`src/rtl/histeq_frame_sequencer.sv`:
```
// Frame sequencer for histogram equalisation: clears the histogram RAM, gates pixel
// accumulation for one frame, then builds the saturating CDF into a double-buffered LUT.
module histeq_frame_sequencer #(
   parameter int BINS   = 256,
   parameter int CNT_W  = 19,
   parameter int RD_LAT = 1,
   parameter int ADDR_W = $clog2(BINS)
) (
   input  logic              iClk,
   input  logic              iRst,
   input  logic              iEnable,
   input  logic              iFval,
   input  logic              iDval,
   input  logic [CNT_W-1:0]  iHistRdData,
   output logic              oHistAddrSel,
   output logic [ADDR_W-1:0] oHistAddr,
   output logic              oHistClr,
   output logic              oHistRd,
   output logic              oAccumEn,
   output logic              oCdfWe,
   output logic [ADDR_W-1:0] oCdfAddr,
   output logic [CNT_W-1:0]  oCdfData,
   output logic              oCdfWrBank,
   output logic              oLutBank,
   output logic              oLutValid,
   output logic              oFrameSkip,
   output logic [15:0]       oFrameCount,
   output logic [2:0]        oState
);

   localparam int CW = ADDR_W + 1;

   localparam logic [2:0] S_IDLE     = 3'd0;
   localparam logic [2:0] S_CLEAR    = 3'd1;
   localparam logic [2:0] S_WAIT_SOF = 3'd2;
   localparam logic [2:0] S_ACCUM    = 3'd3;
   localparam logic [2:0] S_CUMULATE = 3'd4;

   localparam logic [CW-1:0]     CLR_LAST  = CW'(BINS - 1);
   localparam logic [CW-1:0]     CUM_LAST  = CW'(BINS + RD_LAT - 1);
   localparam logic [CW-1:0]     RD_LAT_C  = CW'(RD_LAT);
   localparam logic [ADDR_W-1:0] ADDR_LAST = ADDR_W'(BINS - 1);

   logic [2:0]        state_r;
   logic [2:0]        state_nxt_s;
   logic [CW-1:0]     cnt_r;
   logic [CW-1:0]     cnt_nxt_s;
   logic [CW-1:0]     cdf_idx_s;
   logic              fval_d_r;
   logic              sof_s;
   logic [CNT_W-1:0]  sum_r;
   logic [CNT_W-1:0]  sum_nxt_s;
   logic              hist_sel_nxt_s;
   logic [ADDR_W-1:0] hist_addr_nxt_s;
   logic              hist_clr_nxt_s;
   logic              hist_rd_nxt_s;
   logic              cdf_we_nxt_s;
   logic [ADDR_W-1:0] cdf_addr_nxt_s;
   logic [CNT_W-1:0]  cdf_data_nxt_s;
   logic              skip_nxt_s;
   logic              hist_sel_r;
   logic [ADDR_W-1:0] hist_addr_r;
   logic              hist_clr_r;
   logic              hist_rd_r;
   logic              cdf_we_r;
   logic [ADDR_W-1:0] cdf_addr_r;
   logic [CNT_W-1:0]  cdf_data_r;
   logic              skip_r;
   logic              lut_bank_r;
   logic              lut_valid_r;
   logic [15:0]       frame_cnt_r;

   function automatic logic [CNT_W-1:0] sat_add(input logic [CNT_W-1:0] a,
                                                 input logic [CNT_W-1:0] b);
      logic [CNT_W:0] s;
      s = {1'b0, a} + {1'b0, b};
      if (s[CNT_W]) begin
         sat_add = {CNT_W{1'b1}};
      end else begin
         sat_add = s[CNT_W-1:0];
      end
   endfunction

   assign sof_s     = iFval & ~fval_d_r;
   assign cdf_idx_s = cnt_r - RD_LAT_C;

   // State, bin counter and frame-valid edge register
   always_ff @(posedge iClk or posedge iRst) begin
      if (iRst) begin
         state_r  <= S_IDLE;
         cnt_r    <= {CW{1'b0}};
         fval_d_r <= 1'b0;
      end else begin
         state_r  <= state_nxt_s;
         cnt_r    <= cnt_nxt_s;
         fval_d_r <= iFval;
      end
   end

   // Next-state and bin counter sequencing
   always_comb begin
      state_nxt_s = state_r;
      case (state_r)
         S_IDLE: begin
            if (iEnable) state_nxt_s = S_CLEAR;
            else         state_nxt_s = S_IDLE;
         end
         S_CLEAR: begin
            if (cnt_r == CLR_LAST) begin
               if (iEnable) state_nxt_s = S_WAIT_SOF;
               else         state_nxt_s = S_IDLE;
            end else begin
               state_nxt_s = S_CLEAR;
            end
         end
         S_WAIT_SOF: begin
            if (!iEnable)   state_nxt_s = S_IDLE;
            else if (sof_s) state_nxt_s = S_ACCUM;
            else            state_nxt_s = S_WAIT_SOF;
         end
         // iEnable is deliberately ignored so a started frame always completes
         S_ACCUM: begin
            if (!iFval) state_nxt_s = S_CUMULATE;
            else        state_nxt_s = S_ACCUM;
         end
         S_CUMULATE: begin
            if (cnt_r == CUM_LAST) state_nxt_s = S_CLEAR;
            else                   state_nxt_s = S_CUMULATE;
         end
         default: state_nxt_s = S_IDLE;
      endcase

      if ((state_nxt_s == state_r) && ((state_r == S_CLEAR) || (state_r == S_CUMULATE))) begin
         cnt_nxt_s = cnt_r + CW'(1);
      end else begin
         cnt_nxt_s = {CW{1'b0}};
      end
   end

   // Next values of the registered outputs and the running sum
   always_comb begin
      hist_sel_nxt_s  = 1'b0;
      hist_addr_nxt_s = {ADDR_W{1'b0}};
      hist_clr_nxt_s  = 1'b0;
      hist_rd_nxt_s   = 1'b0;
      cdf_we_nxt_s    = 1'b0;
      cdf_addr_nxt_s  = {ADDR_W{1'b0}};
      cdf_data_nxt_s  = {CNT_W{1'b0}};
      skip_nxt_s      = 1'b0;
      sum_nxt_s       = sum_r;

      case (state_nxt_s)
         S_CLEAR: begin
            hist_sel_nxt_s  = 1'b1;
            hist_clr_nxt_s  = 1'b1;
            hist_addr_nxt_s = cnt_nxt_s[ADDR_W-1:0];
         end
         S_CUMULATE: begin
            if (cnt_nxt_s <= CLR_LAST) begin
               hist_sel_nxt_s  = 1'b1;
               hist_rd_nxt_s   = 1'b1;
               hist_addr_nxt_s = cnt_nxt_s[ADDR_W-1:0];
            end else begin
               hist_sel_nxt_s  = 1'b0;
               hist_rd_nxt_s   = 1'b0;
            end
         end
         default: begin
            hist_sel_nxt_s = 1'b0;
         end
      endcase

      // Read data for bin (cnt - RD_LAT) is on iHistRdData this cycle
      if ((state_r == S_CUMULATE) && (cnt_r >= RD_LAT_C)) begin
         sum_nxt_s      = sat_add(sum_r, iHistRdData);
         cdf_we_nxt_s   = 1'b1;
         cdf_addr_nxt_s = cdf_idx_s[ADDR_W-1:0];
         cdf_data_nxt_s = sum_nxt_s;
      end else if ((state_r == S_ACCUM) && !iFval) begin
         sum_nxt_s = {CNT_W{1'b0}};
      end else begin
         sum_nxt_s = sum_r;
      end

      if (sof_s && ((state_r == S_CLEAR) || (state_r == S_CUMULATE))) begin
         skip_nxt_s = 1'b1;
      end else begin
         skip_nxt_s = 1'b0;
      end
   end

   // Registered output strobes, CDF write port and running sum
   always_ff @(posedge iClk or posedge iRst) begin
      if (iRst) begin
         hist_sel_r  <= 1'b0;
         hist_addr_r <= {ADDR_W{1'b0}};
         hist_clr_r  <= 1'b0;
         hist_rd_r   <= 1'b0;
         cdf_we_r    <= 1'b0;
         cdf_addr_r  <= {ADDR_W{1'b0}};
         cdf_data_r  <= {CNT_W{1'b0}};
         skip_r      <= 1'b0;
         sum_r       <= {CNT_W{1'b0}};
      end else begin
         hist_sel_r  <= hist_sel_nxt_s;
         hist_addr_r <= hist_addr_nxt_s;
         hist_clr_r  <= hist_clr_nxt_s;
         hist_rd_r   <= hist_rd_nxt_s;
         cdf_we_r    <= cdf_we_nxt_s;
         cdf_addr_r  <= cdf_addr_nxt_s;
         cdf_data_r  <= cdf_data_nxt_s;
         skip_r      <= skip_nxt_s;
         sum_r       <= sum_nxt_s;
      end
   end

   // Publish the bank once its last entry has been presented with the old write bank
   always_ff @(posedge iClk or posedge iRst) begin
      if (iRst) begin
         lut_bank_r  <= 1'b0;
         lut_valid_r <= 1'b0;
         frame_cnt_r <= 16'd0;
      end else if (cdf_we_r && (cdf_addr_r == ADDR_LAST)) begin
         lut_bank_r  <= ~lut_bank_r;
         lut_valid_r <= 1'b1;
         frame_cnt_r <= frame_cnt_r + 16'd1;
      end else begin
         lut_bank_r  <= lut_bank_r;
         lut_valid_r <= lut_valid_r;
         frame_cnt_r <= frame_cnt_r;
      end
   end

   assign oAccumEn     = iDval & iFval &
                         ((state_r == S_ACCUM) | ((state_r == S_WAIT_SOF) & sof_s & iEnable));
   assign oCdfWrBank   = ~lut_bank_r;
   assign oHistAddrSel = hist_sel_r;
   assign oHistAddr    = hist_addr_r;
   assign oHistClr     = hist_clr_r;
   assign oHistRd      = hist_rd_r;
   assign oCdfWe       = cdf_we_r;
   assign oCdfAddr     = cdf_addr_r;
   assign oCdfData     = cdf_data_r;
   assign oLutBank     = lut_bank_r;
   assign oLutValid    = lut_valid_r;
   assign oFrameSkip   = skip_r;
   assign oFrameCount  = frame_cnt_r;
   assign oState       = state_r;

endmodule

```
`config.mk`:
```
export PLATFORM = sky130hd
export DESIGN_NAME = histeq_frame_sequencer
export DESIGN_NICKNAME = d
export VERILOG_FILES = /design/src/rtl/histeq_frame_sequencer.sv
export SDC_FILE = /design/constraint.sdc
export NUM_CORES = 1
export LEC_CHECK = 0
export CAP_MARGIN = 20
export CORE_MARGIN = 10
export CORE_UTILIZATION = 40
export DETAILED_ROUTE_END_ITERATION = 8
export MAX_ROUTING_LAYER = met4
export SYNTH_ARGS = -nofsm -noshare
export SYNTH_HDL_FRONTEND = slang
export SYNTH_SLANG_ARGS = --single-unit
```
`constraint.sdc`:
```
create_clock -name iClk -period 3.5 [get_ports iClk]
set_clock_uncertainty 0.15 [all_clocks]
set_input_delay 0.7 -clock iClk [delete_from_list [all_inputs] [get_ports iClk]]
set_output_delay 0.7 -clock iClk [all_outputs]
set_load 0.05 [all_outputs]
```
==> flow_summary.json <==
{
  "outcome": "completed",
  "fin_nets": 577,
  "setup_viol": 0,
  "p_seq_share_pct": 40.5,
  "reg2reg_to": "sum_r[16]$_DFFE_PP0P_",
  "yosys-top-cells-count": "dfrtp_1 (90), nor2_1 (40), a21oi_1 (27)",
  "n_fill_cell": 979,
  "synth_edf_count": 0,
  "postSynthAreaPerCell_sq_um": 10.55,
  "async_flop_share_pct": 100.0,
  "htree_levels": 3,
  "pre_cts_ws_ps": 74.06,
  "min_period_ps": 3108,
  "rows": 38,
  "path_class": "input pin to flop",
  "swShare_pct": 32.17,
  "grt_pass1_wl_microns": 18600,
  "cts_setup_buffers": 0,
  "p_sw_w": 0.0009988,
  "p_comb_share_pct": 27.2,
  "netlist_area_sq_um": 4507,
  "cp.arrival_ps": 3240,
  "grt_antenna_before_repair": 0,
  "powerDensity_nw_per_um2": 523.5,
  "cp.required_ps": 3640,
  "worst_slew_pin_slew_ps": 744.3,
  "grtUsageTotal_pct": 14.54,
  "setup_tns_ps": 0,
  "die_w_microns": 126.1,
  "cts.sinks": 90,
  "p_int_w": 0.002105,
  "gr-total-overflow": 0,
  "hold_buffers": 0,
  "io_buffer_count": 86,
  "wl_per_cell_microns": 16.46,
  "p_clk_share_pct": 32.4,
  "grt_max_degree": 91,
  "diodes": 0,
  "yosys.area.top_type_share_pct": 49.97,
  "timing.critical_path.mode_cell": "a21o_1",
  "ys_ff_latch": 90,
  "p_leak_nw": 2.749,
  "synth_largest_area_cell": "dfrtp_1",
  "path_cells": "clkdlybuf4s50_1 -> ha_1 -> and4_1 -> nand4_1 -> nor3b_1 -> o31ai_1 -> nor2_2 -> a21o_1 -> a21o_1",
  "hold_end": "oFrameCount[15]$_DFFE_PP0P_",
  "synth_nets": 477,
  "drt-total-wl_microns": 11050,
  "worst_r2r_path_depth": 9,
  "via_count": 3514,
  "ant_nets": 0,
  "yosysUniqueCellTypes": 58,
  "area.growth.synth_to_final_pct": 31.57,
  "cpPeakStageDelay_ps": 590,
  "start_util_pct": 41.21,
  "slew_violations": 0,
  "place_hpwl_microns": 8149,
  "slowest_stage": "nor2_2",
  "synth_flop_cell": "dfrtp_1",
  "setup_slack_ps": 392.4,
  "cts_tree": "done",
  "drive_gt1_share_pct": 8.098,
  "end_kind": "flop",
  "drv_cap": 0,
  "rsz0062_at_grt": "no",
  "routed_via_density": 5.237,
  "core-area_sq_um": 10940,
  "final_hold_viol_count": 0,
  "ioPinCount": 87,
  "max-vdd-ir-drop_mv": 0.3955,
  "ff2ff_setup_slack_ps": 710,
  "cp-start-kind": "input pin",
  "cts_buffers": 9,
  "die_h_microns": 126.1,
  "die_area_sq_um": 15910,
  "gp_congestion": 0.8078,
  "worstHoldPathCells": 1,
  "cts_buffer_depth": 2,
  "slew_headroom_pct": 50.32,
  "fin_crit_sh_pct": 88.79,
  "ctsResizeCount": 0,
  "clock.fmax_mhz": 321.8,
  "ys_warn_count": 0,
  "post-route-drc-count": 0,
  "synth.most_common_cell": "dfrtp_1",
  "netlist_instances": 427,
  "cts_root_buf": "clkbuf_16",
  "insertion_delay_ps": 340,
  "hold_start": "oFrameCount[15]$_DFFE_PP0P_",
  "clk_pin_slew_ps": 60,
  "seq_area_frac_synth_pct": 49.97,
  "cp_max_fo": 15,
  "hp-class": "flop to flop",
  "synth_area_leaders": "dfrtp_1 (50%), ha_1 (6.9%), xnor2_1 (4.1%), xor2_1 (4.1%), nor2_1 (3.3%)",
  "r2r-start": "cnt_r[2]$_DFF_PP0_",
  "first_pass_iters": 4,
  "drt_iter0_markers": 205,
  "grt_pass1_vias": 3598
}
[registers in the layout, summed over array words and instances, names as in the netlist, 3 cells and up]
name and cells:
oCdfData 19, sum_r 19, oFrameCount 16, cnt_r 9, oCdfAddr 8, oHistAddr 8, oState 3
[through the flow]
step                      power (W)  cell area (sq um)  utilization, %  std cells  hold WS [ps]
after floorplan            0.001858               4507               -        427         303.3
after global placement     0.002104               5617           51.36        656         314.0
after detailed placement   0.002121               5617           51.36        656         320.0
after CTS                  0.003142               5929           54.22        671         328.1
after global routing       0.003281               5929           54.22        671         340.8
final                      0.003104               5929           54.22        671         318.9
[layout by cell type (no fill, tap or decap), drive strengths merged, types with 3 or more instances in the layout]
| master | netlist | routed |
|---|---|---|
| nand3 | 12 | 12 |
| and4 | 3 | 3 |
| a21oi | 27 | 27 |
| nand2 | 22 | 22 |
| or3 | 5 | 5 |
| a221o | 6 | 6 |
| inv | 17 | 17 |
| clkbuf | 7 | 12 |
| a31oi | 3 | 3 |
| a21o | 15 | 15 |
| xor2 | 21 | 21 |
| nand4 | 7 | 7 |
| nor2b | 6 | 6 |
| nor2 | 42 | 42 |
| ha | 25 | 25 |
| buf | 4 | 15 |
| a211o | 3 | 3 |
| or2 | 4 | 4 |
| dfrtp | 90 | 90 |
| nor3 | 15 | 15 |
| o21ai | 19 | 19 |
| xnor2 | 21 | 21 |
| o21a | 6 | 6 |
| and3 | 9 | 9 |
| a211oi | 5 | 5 |
| clkdlybuf4s50 | 0 | 85 |
| nand2b | 4 | 4 |
[kinds of logic after synthesis]
family / synth area share (%)
simple gates: 15.88
compound gates: 15.21
flops: 49.97
xor+xnor: 8.162
buf+inv: 2.693
fa+ha+maj: 7.385
mux: 0.6941
[worst max-delay path, delay by kind of cell]
kind | cells | cell delay, ps
AND/OR/NAND/NOR | 4 | 1330
buffers and inverters | 1 | 430
adder cells (fa/ha/maj) | 1 | 390
AO/OA/AOI/OAI | 3 | 380
[worst max-delay path by stage]
stage / from / end / slack (ps)
CTS: iHistRdData[0] / sum_r[14]$_DFFE_PP0P_ / 430
detailed placement: iHistRdData[0] / sum_r[14]$_DFFE_PP0P_ / 70
global placement: iHistRdData[0] / sum_r[14]$_DFFE_PP0P_ / 70
global route: iHistRdData[0] / sum_r[14]$_DFFE_PP0P_ / 200
floorplan: iRst / cnt_r[0]$_DFF_PP0_ / 310
finish: iHistRdData[6] / sum_r[5]$_DFFE_PP0P_ / 390
[final cells by class]
type | instances | area [sq um] | share of cell area, %
sequential | 90 | 2252 | 37.98
multi-input combinational | 309 | 2133 | 35.98
timing repair buffer | 100 | 988.4 | 16.67
clock buffer | 12 | 266.5 | 4.495
tap | 140 | 175.2 | 2.954
inverter | 17 | 67.56 | 1.139
clock inverter | 3 | 46.29 | 0.7808
[metal layers]
metal	wire length, microns	share of wire (%)	track usage (%)	vias to the layer above
met4	199	1.8	5.693	0
met5	0	0	-	-
met3	576	5.2	3.523	16
met2	5056	46	21.47	89
met1	5212	47	18.82	1694
li1	-	-	-	1715
[power by group through the flow]
stage	logic [W]	clock network [W]	registers, W
2_1_floorplan	0.000484	0	0.00137
4_1_cts	0.000852	0.00103	0.00126
3_3_place_gp	0.000834	0	0.00127
5_1_grt	0.000932	0.00107	0.00128
3_5_place_dp	0.000846	0	0.00128
6_report	0.000843	0.00100	0.00126
(Power assumes the default switching activity.)
